`src/rtl/vga_pkg.sv`:
```
// Shared types and default 640x480 timing for the VGA pattern generator.
// The optional scrolling feature is selected with VGA_PATTERN_SCROLL_EN.
package vga_pkg;

  typedef enum logic [1:0] {
    MODE_DIAG = 2'd0,
    MODE_ANTI = 2'd1,
    MODE_GRID = 2'd2,
    MODE_BARS = 2'd3
  } mode_e;

  localparam int DEF_H_ACTIVE = 640;
  localparam int DEF_H_FP     = 16;
  localparam int DEF_H_SYNC   = 96;
  localparam int DEF_H_BP     = 48;
  localparam int DEF_V_ACTIVE = 480;
  localparam int DEF_V_FP     = 10;
  localparam int DEF_V_SYNC   = 2;
  localparam int DEF_V_BP     = 33;

  localparam int NUM_BARS = 8;

  // Drive a sync line to its asserted level when pulse is set, else the idle level.
  function automatic logic sync_level(input logic pulse, input logic pol);
    return pulse ? pol : ~pol;
  endfunction

endpackage

```
`src/rtl/vga_timing.sv`:
```
// Raster counters, sync / active-video generation and frame_start pulse.
// Exposes the live counter state so pattern logic can register in lock-step.
module vga_timing
  import vga_pkg::*;
#(
  parameter int H_ACTIVE   = DEF_H_ACTIVE,
  parameter int H_FP       = DEF_H_FP,
  parameter int H_SYNC     = DEF_H_SYNC,
  parameter int H_BP       = DEF_H_BP,
  parameter int V_ACTIVE   = DEF_V_ACTIVE,
  parameter int V_FP       = DEF_V_FP,
  parameter int V_SYNC     = DEF_V_SYNC,
  parameter int V_BP       = DEF_V_BP,
  parameter int SYNC_POL   = 0,
  localparam int H_TOTAL   = H_ACTIVE + H_FP + H_SYNC + H_BP,
  localparam int V_TOTAL   = V_ACTIVE + V_FP + V_SYNC + V_BP,
  localparam int XW        = $clog2(H_TOTAL),
  localparam int YW        = $clog2(V_TOTAL)
) (
  input  logic          clk,
  input  logic          rst,
  output logic [XW-1:0] h_cnt,
  output logic [YW-1:0] v_cnt,
  output logic          active,
  output logic          line_end,
  output logic          frame_end,
  output logic          hs,
  output logic          vs,
  output logic          de,
  output logic          frame_start
);

  localparam logic          POL       = (SYNC_POL != 0) ? 1'b1 : 1'b0;
  localparam logic [XW-1:0] H_LAST    = XW'(H_TOTAL - 1);
  localparam logic [XW-1:0] H_ACT     = XW'(H_ACTIVE);
  localparam logic [XW-1:0] H_SYNC_LO = XW'(H_ACTIVE + H_FP);
  localparam logic [XW-1:0] H_SYNC_HI = XW'(H_ACTIVE + H_FP + H_SYNC);
  localparam logic [XW-1:0] H_ONE     = XW'(1);
  localparam logic [YW-1:0] V_LAST    = YW'(V_TOTAL - 1);
  localparam logic [YW-1:0] V_ACT     = YW'(V_ACTIVE);
  localparam logic [YW-1:0] V_SYNC_LO = YW'(V_ACTIVE + V_FP);
  localparam logic [YW-1:0] V_SYNC_HI = YW'(V_ACTIVE + V_FP + V_SYNC);
  localparam logic [YW-1:0] V_ONE     = YW'(1);

  logic [XW-1:0] h_cnt_q, h_cnt_d;
  logic [YW-1:0] v_cnt_q, v_cnt_d;
  logic          hs_q, hs_d;
  logic          vs_q, vs_d;
  logic          de_q, de_d;
  logic          frame_start_q, frame_start_d;

  always_comb begin
    line_end  = (h_cnt_q == H_LAST);
    frame_end = line_end && (v_cnt_q == V_LAST);

    if (line_end) begin
      h_cnt_d = '0;
    end else begin
      h_cnt_d = h_cnt_q + H_ONE;
    end

    // Vertical count only moves on the last pixel of a line.
    if (frame_end) begin
      v_cnt_d = '0;
    end else if (line_end) begin
      v_cnt_d = v_cnt_q + V_ONE;
    end else begin
      v_cnt_d = v_cnt_q;
    end

    active        = (h_cnt_q < H_ACT) && (v_cnt_q < V_ACT);
    de_d          = active;
    hs_d          = sync_level((h_cnt_q >= H_SYNC_LO) && (h_cnt_q < H_SYNC_HI), POL);
    vs_d          = sync_level((v_cnt_q >= V_SYNC_LO) && (v_cnt_q < V_SYNC_HI), POL);
    frame_start_d = (h_cnt_q == '0) && (v_cnt_q == '0);
  end

  always_ff @(posedge clk or posedge rst) begin
    if (rst) begin
      h_cnt_q       <= '0;
      v_cnt_q       <= '0;
      hs_q          <= ~POL;
      vs_q          <= ~POL;
      de_q          <= 1'b0;
      frame_start_q <= 1'b0;
    end else begin
      h_cnt_q       <= h_cnt_d;
      v_cnt_q       <= v_cnt_d;
      hs_q          <= hs_d;
      vs_q          <= vs_d;
      de_q          <= de_d;
      frame_start_q <= frame_start_d;
    end
  end

  assign h_cnt       = h_cnt_q;
  assign v_cnt       = v_cnt_q;
  assign hs          = hs_q;
  assign vs          = vs_q;
  assign de          = de_q;
  assign frame_start = frame_start_q;

endmodule

```
`src/rtl/vga_pattern_gen.sv`:
```
// VGA test-pattern generator: diagonal, anti-diagonal, grid and colour bars.
// Define VGA_PATTERN_SCROLL_EN to scroll modes 0-2 horizontally by one pixel per frame.
module vga_pattern_gen
  import vga_pkg::*;
#(
  parameter int H_ACTIVE   = DEF_H_ACTIVE,
  parameter int H_FP       = DEF_H_FP,
  parameter int H_SYNC     = DEF_H_SYNC,
  parameter int H_BP       = DEF_H_BP,
  parameter int V_ACTIVE   = DEF_V_ACTIVE,
  parameter int V_FP       = DEF_V_FP,
  parameter int V_SYNC     = DEF_V_SYNC,
  parameter int V_BP       = DEF_V_BP,
  parameter int CW         = 4,
  parameter int SYNC_POL   = 0,
  parameter int GRID_LOG2  = 5,
  localparam int H_TOTAL   = H_ACTIVE + H_FP + H_SYNC + H_BP,
  localparam int V_TOTAL   = V_ACTIVE + V_FP + V_SYNC + V_BP,
  localparam int XW        = $clog2(H_TOTAL),
  localparam int YW        = $clog2(V_TOTAL)
) (
  input  logic            clk,
  input  logic            rst,
  input  logic [1:0]      mode,
  input  logic [3*CW-1:0] fg_color,
  output logic [CW-1:0]   VGA_R,
  output logic [CW-1:0]   VGA_G,
  output logic [CW-1:0]   VGA_B,
  output logic            VGA_HS_O,
  output logic            VGA_VS_O,
  output logic            de,
  output logic [XW-1:0]   x,
  output logic [YW-1:0]   y,
  output logic            frame_start
);

  localparam int            BAR_W    = H_ACTIVE / NUM_BARS;
  localparam logic [XW-1:0] BAR_LAST = XW'(BAR_W - 1);
  localparam logic [XW-1:0] X_ONE    = XW'(1);
  localparam logic [XW:0]   ANTI_SUM = (XW + 1)'(V_ACTIVE - 1);

  logic [XW-1:0] h_cnt_s;
  logic [YW-1:0] v_cnt_s;
  logic          active_s;
  logic          line_end_s;
  logic          frame_end_s;

  vga_timing #(
    .H_ACTIVE (H_ACTIVE),
    .H_FP     (H_FP),
    .H_SYNC   (H_SYNC),
    .H_BP     (H_BP),
    .V_ACTIVE (V_ACTIVE),
    .V_FP     (V_FP),
    .V_SYNC   (V_SYNC),
    .V_BP     (V_BP),
    .SYNC_POL (SYNC_POL)
  ) u_timing (
    .clk         (clk),
    .rst         (rst),
    .h_cnt       (h_cnt_s),
    .v_cnt       (v_cnt_s),
    .active      (active_s),
    .line_end    (line_end_s),
    .frame_end   (frame_end_s),
    .hs          (VGA_HS_O),
    .vs          (VGA_VS_O),
    .de          (de),
    .frame_start (frame_start)
  );

  logic [XW-1:0]   bar_pix_q, bar_pix_d;
  logic [2:0]      bar_k_q, bar_k_d;
  mode_e           mode_q, mode_d;
  logic [3*CW-1:0] fg_q, fg_d;
  logic [3*CW-1:0] rgb_q, rgb_d;
  logic [XW-1:0]   x_q, x_d;
  logic [YW-1:0]   y_q, y_d;
  logic [XW:0]     xe_s, ye_s;
  logic            lit_s;

  // Bar counter tracks h_cnt without a divider; the last bar holds to the line end.
  always_comb begin
    if (line_end_s) begin
      bar_pix_d = '0;
      bar_k_d   = 3'd0;
    end else if (bar_k_q == 3'd7) begin
      bar_pix_d = bar_pix_q;
      bar_k_d   = bar_k_q;
    end else if (bar_pix_q == BAR_LAST) begin
      bar_pix_d = '0;
      bar_k_d   = bar_k_q + 3'd1;
    end else begin
      bar_pix_d = bar_pix_q + X_ONE;
      bar_k_d   = bar_k_q;
    end
  end

  always_comb begin
    if (frame_end_s) begin
      mode_d = mode_e'(mode);
      fg_d   = fg_color;
    end else begin
      mode_d = mode_q;
      fg_d   = fg_q;
    end
  end

`ifdef VGA_PATTERN_SCROLL_EN
  logic [7:0]    frame_cnt_q, frame_cnt_d;
  logic [XW+7:0] xs_sum_s;

  always_comb begin
    if (frame_end_s) begin
      frame_cnt_d = frame_cnt_q + 8'd1;
    end else begin
      frame_cnt_d = frame_cnt_q;
    end
    xs_sum_s = (XW + 8)'(h_cnt_s) + (XW + 8)'(frame_cnt_q);
    xe_s     = {1'b0, xs_sum_s[XW-1:0]};
  end

  always_ff @(posedge clk or posedge rst) begin
    if (rst) begin
      frame_cnt_q <= 8'd0;
    end else begin
      frame_cnt_q <= frame_cnt_d;
    end
  end
`else
  always_comb begin
    xe_s = {1'b0, h_cnt_s};
  end
`endif

  always_comb begin
    ye_s  = (XW + 1)'(v_cnt_s);
    lit_s = 1'b0;
    case (mode_q)
      MODE_DIAG: lit_s = (xe_s == ye_s);
      MODE_ANTI: lit_s = ((xe_s + ye_s) == ANTI_SUM);
      MODE_GRID: lit_s = (xe_s[GRID_LOG2-1:0] == '0) || (ye_s[GRID_LOG2-1:0] == '0);
      default:   lit_s = 1'b0;
    endcase

    if (!active_s) begin
      rgb_d = '0;
    end else if (mode_q == MODE_BARS) begin
      rgb_d = {{CW{bar_k_q[2]}}, {CW{bar_k_q[1]}}, {CW{bar_k_q[0]}}};
    end else if (lit_s) begin
      rgb_d = fg_q;
    end else begin
      rgb_d = '0;
    end

    if (active_s) begin
      x_d = h_cnt_s;
      y_d = v_cnt_s;
    end else begin
      x_d = '0;
      y_d = '0;
    end
  end

  always_ff @(posedge clk or posedge rst) begin
    if (rst) begin
      bar_pix_q <= '0;
      bar_k_q   <= 3'd0;
      mode_q    <= MODE_DIAG;
      fg_q      <= '1;
      rgb_q     <= '0;
      x_q       <= '0;
      y_q       <= '0;
    end else begin
      bar_pix_q <= bar_pix_d;
      bar_k_q   <= bar_k_d;
      mode_q    <= mode_d;
      fg_q      <= fg_d;
      rgb_q     <= rgb_d;
      x_q       <= x_d;
      y_q       <= y_d;
    end
  end

  assign VGA_R = rgb_q[3*CW-1:2*CW];
  assign VGA_G = rgb_q[2*CW-1:CW];
  assign VGA_B = rgb_q[CW-1:0];
  assign x     = x_q;
  assign y     = y_q;

endmodule
```
`config.mk`:
```
export PLATFORM = sky130hd
export DESIGN_NAME = vga_pattern_gen
export DESIGN_NICKNAME = d
export VERILOG_FILES = /design/src/rtl/vga_pkg.sv /design/src/rtl/vga_timing.sv /design/src/rtl/vga_pattern_gen.sv
export SDC_FILE = /design/constraint.sdc
export NUM_CORES = 1
export LEC_CHECK = 0
export ABC_AREA = 1
export BUFFER_PORTS_ARGS = -buffer_cell sky130_fd_sc_hd__clkbuf_2
export CAP_MARGIN = 10
export CORE_ASPECT_RATIO = 0.75
export CORE_MARGIN = 2
export CORE_UTILIZATION = 30
export CTS_CLUSTER_DIAMETER = 120
export DETAILED_ROUTE_END_ITERATION = 10
export GPL_TIMING_DRIVEN = 1
export SETUP_SLACK_MARGIN = 0.05
export SYNTH_ARGS = -nofsm -noshare
export SYNTH_HDL_FRONTEND = slang
export SYNTH_HIERARCHICAL = 1
export SYNTH_SLANG_ARGS = --single-unit
```
`constraint.sdc`:
```
create_clock -name clk -period 2.6 [get_ports clk]
set_input_delay 0.52 -clock clk [delete_from_list [all_inputs] [get_ports clk]]
set_output_delay 0.52 -clock clk [all_outputs]
set_load 0.02 [all_outputs]
```
==> results.txt <==
----------------------------------------------------
[Worst setup path]
  Data required time of the worst path ... 2.86 ns
  Critical Path Start Type ... flop
  Data arrival at the endpoint of the critical path ... 2.53 ns
  Largest fanout on the critical path ... 12
  Class of the most critical setup path ... reg -> reg
  Nature of the critical path endpoint ... flop

[Clock tree]
  Clock latency reported for the late side of the worst-skew pair ... 0.35 ns
  TritonCTS clock tree ... built
  Clock transition at the registers of the reported paths ... 0.07 ns
  Number of levels in the clock H-tree ... 3
  Clock tree root driver cell ... sky130_fd_sc_hd__clkbuf_16
  Number of buffers created by CTS ... 9
  TritonCTS Sinks ... 83
  Bufs on Longest Clock Path ... 2

[Placement]
  Routability congestion estimate ... 0.920
  Detailed placer's ending HPWL ... 7920 um
  Inst Count DP ... 739
  Number of input and output port buffers inserted ... 51

[Floorplanning]
  Die span in x ... 142 um
  Initial Utilization ... 31.0%
  Die height ... 107 um
  Io pins ... 52
  Area of the die ... 15200 um^2
  Core area ... 13800 um^2
  Core Rows ... 37

[Detailed routing]
  Vias per cell ... 4.60
  Detailed router's first-iteration violation count ... 226
  Total via count in the routed design ... 3471
  DR DRC count ... 0
  Final wirelength ... 10400 um
  Antenna-violating nets left ... 0
  Average wire per standard cell ... 13.8 um
  Number of iterations in the first detailed-routing pass ... 4

[Timing]
  Total count of hold-check failures in the final report ... 0
  Pin slew with the least headroom to its limit ... 0.980 ns
  Worst Clk Skew ... 0.0123 ns
  Max-Slew Margin vs Limit ... 34.7%
  RSZ-0062 raised after global routing ... false
  Total setup violations reported at the end of the flow ... 0
  Sum of negative setup slack ... 0 ns
  Post-layout minimum cycle time ... 2.27 ns
  Max frequency ... 441 MHz
  Final hold slack ... 0.225 ns
  Fin crit share ... 87.2%
  Final count of pins violating max slew ... 0

[Yosys]
  Area fraction of the dominant cell type after synthesis ... 40.4%
  Sequential area share after synthesis ... 49.0%
  Most area-consuming cells after synthesis ... sky130_fd_sc_hd__dfrtp_1 40%, sky130_fd_sc_hd__nand2_1 11%, sky130_fd_sc_hd__dfstp_2 8.6%
  Average footprint of a synthesized cell ... 8.48 um^2
  Mapped Nets ... 538
  Cell Area, Synth ... 4270 um^2
  Synthesized flop and latch total ... 83
  Number of distinct library cells after synthesis ... 40
  Cell taking the most area after synthesis ... sky130_fd_sc_hd__dfrtp_1
  Syn. warnings ... 6
  Instance count of the mapped netlist ... 504

[Power and ir drop]
  Static leakage ... 2.84 nW
  Max IR drop VDD ... 281 uV
  P per Cell Area ... 537 nW/um^2

[Cells and area]
  Layout cells sized above 1 ... 23.3%
  Layout overhead on the synthesized area ... 20.8%
  Final std cells w/o fill ... 755
  Nets ... 609
  Number of antenna repair diodes ... 0

[Min path]
  Tightest Hold Check Type ... in -> async

[GRT]
  First-pass GRT wire length ... 17300 um
  Total congestion overflow after global routing ... 0
  Initial antenna violation count ... 0
  Vias in the first global route ... 3468
  Pin count of the biggest net entering global routing ... 48
  Total track usage ... 14.6%

[Job]
  Number of maximum-capacitance violations ... 0

[Status]
  Run status ... complete, no violations

----------------------------------------------------
## cell families (layout without fill, tap and decap cells)
kind of cell | count (synthesis) | in the layout | share of synthesized area, %
AOI/OAI and AO/OA | 41 | 41 | 5.21
xor gates and xnor gates | 10 | 10 | 2.05
adders and majority gates | 18 | 18 | 5.45
buffers and inverters | 93 | 169 | 8.96
DFF | 83 | 83 | 49.0
muxes | 12 | 12 | 3.16
and+or+nand+nor | 247 | 247 | 26.1
## cell type report
class | instances | area [um^2]
clock buffers | 9 | 225
repair buffers | 70 | 398
well taps | 175 | 219
fillers | 1408 | 8630
inverters | 83 | 312
flip-flops and latches | 83 | 2090
clock inverters | 7 | 106
multi-input cells | 328 | 1810
## final timing paths
check,from,to,depth (start not counted),slack [ns]
worst min-delay path,rst,u_timing/h_cnt[5],3,0.22
min in group clk,fg_color[1],fg_q[1],2,0.41
worst max register to register,u_timing/v_cnt[0],rgb_q[4],13,0.33
worst min register to register,fg_q[0],rgb_q[0],2,0.51
max in group asynchronous,rst,x[5],3,1.52
worst max-delay path,u_timing/v_cnt[0],rgb_q[4],13,0.33
## cell usage in the layout, fill, tap and decap left out, types with 3 or more instances in the layout
master / count
sky130_fd_sc_hd__nand2_2: 4
sky130_fd_sc_hd__dfstp_2: 14
sky130_fd_sc_hd__nand3_2: 3
sky130_fd_sc_hd__o21ai_0: 10
sky130_fd_sc_hd__nor2_2: 3
sky130_fd_sc_hd__nor3_1: 8
sky130_fd_sc_hd__nand4_1: 7
sky130_fd_sc_hd__clkbuf_16: 9
sky130_fd_sc_hd__clkbuf_2: 51
sky130_fd_sc_hd__inv_2: 4
sky130_fd_sc_hd__dfrtp_1: 69
sky130_fd_sc_hd__nor2_1: 44
sky130_fd_sc_hd__nand3_1: 31
sky130_fd_sc_hd__buf_4: 19
sky130_fd_sc_hd__inv_1: 78
sky130_fd_sc_hd__inv_6: 3
sky130_fd_sc_hd__nor3b_1: 3
sky130_fd_sc_hd__ha_1: 17
sky130_fd_sc_hd__xor2_1: 9
sky130_fd_sc_hd__a21oi_1: 24
sky130_fd_sc_hd__nand2_1: 130
sky130_fd_sc_hd__mux2_2: 12
sky130_fd_sc_hd__nor4_1: 3
## worst max-delay path: stages (launching register included)
cell and delay, ns:
sky130_fd_sc_hd__dfrtp_1 0.47, sky130_fd_sc_hd__ha_1 0.28, sky130_fd_sc_hd__fa_1 0.43, sky130_fd_sc_hd__nand2_1 0.09, sky130_fd_sc_hd__nand3_1 0.07, sky130_fd_sc_hd__nor2_1 0.10, sky130_fd_sc_hd__nand2_1 0.05, sky130_fd_sc_hd__nor2_1 0.09
sky130_fd_sc_hd__nand3_1 0.08, sky130_fd_sc_hd__nor2_1 0.11, sky130_fd_sc_hd__nand2_1 0.10, sky130_fd_sc_hd__nand2_4 0.14, sky130_fd_sc_hd__nand2_1 0.07, sky130_fd_sc_hd__a21oi_1 0.13
## per-layer routing
layer	global-route usage, %	wire (um)	vias to the layer above
met1	20.8	5180	1634
met4	4.64	123	0
met2	20.9	4230	93
li1	-	-	1732
met3	4.80	876	12
met5	0	0	-
## registers in the layout (all words and copies together), names as in the netlist
register              cells
fg_q                     12
rgb_q                    12
bar_pix_q                10
u_timing/h_cnt           10
u_timing/v_cnt           10
x                        10
y                        10
bar_k_q                   3
mode_q                    2
u_timing/de               1
u_timing/frame_start      1
u_timing/hs               1
u_timing/vs               1
## per-stage QoR
step / cell area (um^2) / total power (W) / util, % / worst slack (ns)
CTS: 5160 / 0.00280 / 37.4 / 0.281
floorplan: 4270 / 0.00133 / - / 0.454
global route: 5160 / 0.00286 / 37.4 / 0.109
finish: 5160 / 0.00277 / 37.4 / 0.333
global placement: 4820 / 0.00136 / 35.0 / 0.393
detailed placement: 4820 / 0.00136 / 35.0 / 0.297
## Yosys cell counts (all sizes together)
cell type and instances:
a211oi 1, a21oi 24, a32oi 1, and3 1, buf 6, clkbuf 3, clkinv 1, dfrtp 69
dfstp 14, dlygate4sd3 1, fa 1, ha 17, inv 82, mux2 12, nand2 135, nand3 35
nand3b 2, nand4 7, nor2 49, nor3 11, nor3b 3, nor4 4, o211ai 1, o21a 1
o21ai 11, o22ai 2, xnor2 1, xor2 9
## timing repair
item | CTS | global route
buffers inserted | 0 | 0
hold endpoints to repair | 0 | 0
endpoints found under the setup margin | 0 | 3
hold buffers | 0 | 0
gates resized for setup | 0 | 1
## power breakdown
group	total, W	switching, W	leakage, nW	internal (W)
Clock	0.00144	0.000577	0.163	0.000861
Sequential	0.00129	0	1.05	0.00129
Combinational	0.0000400	0.0000288	1.62	0.0000112
(Power assumes the default switching activity.)
